## src/rtl/dndata.sv

```systemverilog
// Serial frame receiver: rebuilds two MSB-first bytes from a ready-framed bit stream
// and hands them to the consumer over a valid/ack handshake with framing and overrun flags.
module dndata (
    input  logic       clk,
    input  logic       rst,
    input  logic       in_RDY8,
    input  logic       DATA_in8,
    input  logic       ack_in,
    output logic       out_RDY8,
    output logic [7:0] DATA_out1,
    output logic [7:0] DATA_out2,
    output logic       frm_err,
    output logic       ovr_err
);

    typedef enum logic [1:0] {
        IDLE     = 2'd0,
        SHIFT    = 2'd1,
        WAIT_LOW = 2'd2
    } state_t;

    state_t      state_q, state_d;
    logic [3:0]  cnt_q, cnt_d;
    logic [15:0] sh_q, sh_d;
    logic [7:0]  d1_q, d1_d;
    logic [7:0]  d2_q, d2_d;
    logic        rdy_q, rdy_d;
    logic        frm_q, frm_d;
    logic        ovr_q, ovr_d;

    always_comb begin
        state_d = state_q;
        cnt_d   = cnt_q;
        sh_d    = sh_q;
        d1_d    = d1_q;
        d2_d    = d2_q;
        rdy_d   = rdy_q & ~ack_in;
        frm_d   = 1'b0;
        ovr_d   = ovr_q & ~ack_in;

        case (state_q)
            IDLE: begin
                // The lead cycle carries no data bit.
                if (in_RDY8) begin
                    cnt_d   = 4'd0;
                    state_d = SHIFT;
                end
            end
            SHIFT: begin
                if (in_RDY8) begin
                    sh_d  = {sh_q[14:0], DATA_in8};
                    cnt_d = cnt_q + 4'd1;
                    if (cnt_q == 4'd15) begin
                        // Completion overrides a same-edge ack; overrun only if the old frame is still unacked.
                        d1_d    = sh_q[14:7];
                        d2_d    = {sh_q[6:0], DATA_in8};
                        rdy_d   = 1'b1;
                        if (rdy_q && !ack_in) begin
                            ovr_d = 1'b1;
                        end
                        state_d = WAIT_LOW;
                    end
                end else begin
                    frm_d   = 1'b1;
                    state_d = IDLE;
                end
            end
            WAIT_LOW: begin
                if (!in_RDY8) begin
                    state_d = IDLE;
                end
            end
            default: state_d = IDLE;
        endcase
    end

    always_ff @(posedge clk or posedge rst) begin
        if (rst) begin
            state_q <= IDLE;
            cnt_q   <= 4'd0;
            sh_q    <= 16'd0;
            d1_q    <= 8'd0;
            d2_q    <= 8'd0;
            rdy_q   <= 1'b0;
            frm_q   <= 1'b0;
            ovr_q   <= 1'b0;
        end else begin
            state_q <= state_d;
            cnt_q   <= cnt_d;
            sh_q    <= sh_d;
            d1_q    <= d1_d;
            d2_q    <= d2_d;
            rdy_q   <= rdy_d;
            frm_q   <= frm_d;
            ovr_q   <= ovr_d;
        end
    end

    assign out_RDY8  = rdy_q;
    assign DATA_out1 = d1_q;
    assign DATA_out2 = d2_q;
    assign frm_err   = frm_q;
    assign ovr_err   = ovr_q;

endmodule

```

## config.mk

```make
export PLATFORM = sky130hd
export DESIGN_NAME = dndata
export DESIGN_NICKNAME = d
export VERILOG_FILES = /design/src/rtl/dndata.sv
export SDC_FILE = /design/constraint.sdc
export NUM_CORES = 1
export LEC_CHECK = 0
export CAP_MARGIN = 25
export CORE_MARGIN = 10
export CORE_UTILIZATION = 40
export DETAILED_ROUTE_END_ITERATION = 10
export PLACE_DENSITY_LB_ADDON = 0.3
export SYNTH_ARGS = -nofsm -noshare
export SYNTH_HDL_FRONTEND = slang
export SYNTH_SLANG_ARGS = --single-unit
```

## constraint.sdc

```tcl
create_clock -name clk -period 4.6 [get_ports clk]
set_input_delay 0.92 -clock clk [delete_from_list [all_inputs] [get_ports clk]]
set_output_delay 0.92 -clock clk [all_outputs]
set_load 0.02 [all_outputs]
```

# [After elaboration in Yosys (flattened, before gate mapping)]
# Cells that the tools add are included.
[op_classes] n_addsub=1 bitwise=3 n_reduce_logical=8 n_eq_ne=7 n_mux=17
[ops] op="2-to-1 mux 1 bit" n=9
[ops] op="AND reduction 3 bit" n=3
[ops] op="2-to-1 mux 2 bit" n=4
[ops] op="2-to-1 mux 4 bit" n=2
[ops] op="case mux 4 bit (2 select lines)" n=1
[ops] op="!= test 2 bit (second input constant)" n=3
[ops] op="case mux 2 bit (3 select lines)" n=1
[ops] op="adder 4 x 1 -> 4 bit (second input constant)" n=1
[ops] op="equality test 4 bit (second input constant)" n=1
[ops] op="!= test 3 bit (second input constant)" n=1
[ops] op="bitwise AND 1 bit" n=2
[ops] op="equality test 2 x 1 -> 1 bit (second input constant)" n=1
[ops] op="equality test 2 bit (second input constant)" n=1
[ops] op="logical NOT 2 bit" n=1
[ops] op="AND reduction 2 bit" n=1
[ops] op="nonzero test 2 bit" n=1
[ops] op="logical AND 1 bit" n=1
[ops] op="logical NOT 1 bit" n=1
[ops] op="NOT 1 bit" n=1
[totals] in_bits=5 register_bits=40 out_inout_bits=19

# [Longest topological paths before layout]
[logic_depth] ltp_word=6 ltp_mapped=5 mapped_depth_nobuf=4

# [Worst setup path before layout]
# Ideal clock, no wire load.
[synth_path] path_type="input to register" from="input in_RDY8" to="register sh_q[0]" path_stages=4 n_path_buf=1 setup_slack_ns=2.710 t_arrival_ns=1.765 path_cell_list="and2b_2 > nand2_2 > buf_6 > mux2_2"
[synth_via] elab_chain_cells=1
[synth_rtl] element="start: declaration" line_no="6" rtl="input logic in_RDY8,"
[synth_rtl] element="AND reduction 2 bit (no line)"
[synth_rtl] element="end signal: assignment" line_no="81" rtl="sh_q <= 16'd0;"
[synth_rtl] element="end signal: assignment" line_no="90" rtl="sh_q <= sh_d;"
[synth_rtl] element="end: declaration" line_no="24" rtl="logic [15:0] sh_q, sh_d;"
# Every way passes these cells.
# A chain may end at the register's enable or synchronous reset.

# [Worst setup path in the final report]
[layout_path] from="register rdy_q (netlist: out_RDY8)" to="output out_RDY8"
[layout_lines] element="start: declaration" line_no="27" rtl="logic rdy_q, rdy_d;"
[layout_lines] element="start signal: assignment" line_no="93" rtl="rdy_q <= rdy_d;"
[layout_lines] element="end: declaration" line_no="9" rtl="output logic out_RDY8,"
# No word-level cell between the ends.

==> impl_results.md <==
- Seq pwr share: 60.5%
- WP data required: 3.68 ns
- Setup violations, final: 0
- Hold path depth: 1
- CP startpoint kind: flip-flop
- Die width: 82.7 um
- Yosys top cell by area: dfrtp_1
- Total congestion overflow: 0
- CTS tree: done
- Port bufs: 23
- Core Footprint: 3740 um^2
- Worst-Skew Late Latency: 0.28 ns
- CTS Buf Count: 5
- Max Fclk: 452 MHz
- Synth Warn #: 0
- Grt peak-use layer: met2
- WL final: 2.67 mm
- Starting Density: 42.0%
- EDFF count, synth: 0
- Layout cells sized above 1: 32.3%
- Power Dens Cells: 402 nW/um^2
- Slowest CP cell: clkdlybuf4s50_1
- Nets: 136
- Mapped Cells: 101
- Worst path max stage delay: 0.63 ns
- TritonRoute pass-1 iters: 2
- Flops & latches, synth: 40
- Crit path buffers/inverters: 1
- Distinct cell type count after synthesis: 19
- Hold Crit Endpoint: frm_err$_DFF_PP0_
- Initial antenna violation count: 0
- I/O pin total: 24
- Cell-internal power: 0.000582 W
- CTS max path bufs: 2
- Diode count: 0
- Number of global-route vias before repair: 975
- Clock slew at the register clock pins of the worst setup and hold paths: 0.07 ns
- First-pass GRT wire length: 4.72 mm
- Logic gate share of total power: 12.5%
- Top_reg_cell synth: dfrtp_1
- Worst R2R End: DATA_out1[5]$_DFFE_PP0P_
- Largest net degree at the start of global routing: 41
- Delay-heaviest family, CP: buffers and inverters
- Slew margin rel.: 67.2%
- Syn nets: 107
- Outcome: complete, no violations
- R2R Setup Slk: 3.01 ns
- CTS Hold Bufs: 0
- Async S/R FF share, synth: 100%
- Sequential share of the synthesized area: 63.7%
- Worst hold path startpoint: state_q[1]$_DFFE_PP0P_
- Sw Pwr: 0.000191 W
- Htree depth: 2
- Crit end category: output pin
- Critical path peak fanout: 3
- Max-cap violations: 0
- Sink Count: 40
- Area of the mapped netlist: 1570 um^2
- 1st-iter DRT viols: 42
- Final worst path period share: 48.1%
- Drt wl/cell: 15.0 um
- Final HPWL DP: 1.80 mm
- Final GP Congestion: 0.711
- CP cell instances: clkdlybuf4s50_1
- WHS: 0.480 ns
- Post-CTS Setup Bufs: 0
- Grt met3 use: 4.21%
- # DRC: 0
- Clock share of power: 27.1%
- Hold crit path type: reg -> reg
- Util after Layout: 51.4%
- Leakage: 0.920 nW
- Final-report hold violation count: 0
- Worst reg2reg path startpoint: cnt_q[0]$_DFFE_PP0P_
- Final Max Tran Viols: 0
- Die H: 82.7 um
- RSZ-0062 raised after global routing: no
- Post-CTS sizing: 0
- Clk root buf: clkbuf_8
- Crit path time final: 2.21 ns
- WS Path Type: reg -> out
- Num rows: 22
- Commonest non-fill, non-tap cell in the layout: dfrtp_1
- Clock Skew: 0.00488 ns
- Most frequent cells in the layout: 40 x dfrtp_1, 23 x mux2_2, 23 x clkdlybuf4s50_1
- Sw frac: 24.7%
- Total number of vias: 863
- Final ANT Viol Nets: 0
- GR Util met1: 10.3%
- R2r worst-path depth: 4
- Area Overhead vs Synth: 22.5%
- Synth area leaders: dfrtp_1 64%, mux2_2 16%, mux2_4 7.6%
- Yosys top cell area share: 63.7%
- VDD IR max: 200 uV
- Die area: 6840 um^2
- Vias/cell: 4.85
- Setup TNS Final: 0 ns
- Syn_area_per_cell: 15.6 um^2
- Slew @ Worst Pin: 0.492 ns
- Met2 Usage GRT: 14.6%
- CP arrival: 1.29 ns
- Total track usage: 9.07%
cell type report:
type / count / area, um^2
Clock buffer: 6 / 72.6
Fill cell: 336 / 1820
Tap cell: 48 / 60.1
Multi-Input combinational cell: 57 / 541
Sequential cell: 40 / 1000
Clock inverter: 1 / 5.00
Inverter: 2 / 7.51
Timing Repair Buffer: 24 / 238
flip-flops by register name, indices dropped and copies added, names as in the netlist:
name	cells
sh_q	15
DATA_out1	8
DATA_out2	8
cnt_q	4
state_q	2
frm_err	1
out_RDY8	1
ovr_err	1
synth_stat cells, types with 2 or more instances:
cell,instances
buf_6,2
dfrtp_1,40
inv_1,2
mux2_2,23
mux2_4,8
nand2_1,5
nand2b_1,3
nand3_1,3
nor2_1,2
o21ai_0,4
worst max-delay path by stage:
stage,start,endpoint,slack [ns],depth (start not counted)
after detailed placement,in_RDY8,sh_q[4]$_DFFE_PP0P_,2.14,4
after global routing,out_RDY8$_DFF_PP0_,out_RDY8,2.31,1
after floorplan,in_RDY8,sh_q[0]$_DFFE_PP0P_,2.71,4
after global placement,in_RDY8,sh_q[1]$_DFFE_PP0P_,2.18,4
final,out_RDY8$_DFF_PP0_,out_RDY8,2.39,1
after CTS,out_RDY8$_DFF_PP0_,out_RDY8,2.37,1
through the flow:
stage,instances,total power (W),setup WS [ns],instance area (um^2)
3_3_place_gp,171,0.000564,2.18,1850
6_report,178,0.000773,2.39,1920
5_1_grt,178,0.000826,2.31,1920
2_1_floorplan,101,0.000534,2.71,1570
3_5_place_dp,171,0.000571,2.14,1850
4_1_cts,178,0.000785,2.37,1920
layer usage:
| layer | up-vias | part of all wire [%] | routed length (um) |
|---|---|---|---|
| li1 | 410 | - | - |
| met1 | 437 | 43 | 1140 |
| met2 | 12 | 51 | 1370 |
| met3 | 4 | 5.1 | 137 |
| met4 | 0 | 0.79 | 21 |
| met5 | - | 0 | 0 |
power by group through the flow:
stage	Sequential, W	Clock [W]	Combinational, W
finish	0.000467	0.000209	0.0000963
global route	0.000479	0.000240	0.000107
CTS	0.000468	0.000219	0.0000984
detailed placement	0.000474	0	0.0000971
global placement	0.000472	0	0.0000924
floorplan	0.000458	0	0.0000762
cells by family (layout without fill, tap and decap cells):
family                     Yosys count  after routing  share of synthesized area (%)
buffers and inverters                4             33                           1.91
adders and majority gates            1              1                          0.796
AOI/OAI and AO/OA                    7              7                           2.79
DFF                                 40             40                           63.7
muxes                               31             31                           24.1
and+or+nand+nor                     18             18                           6.69
(Power assumes the default switching activity.)
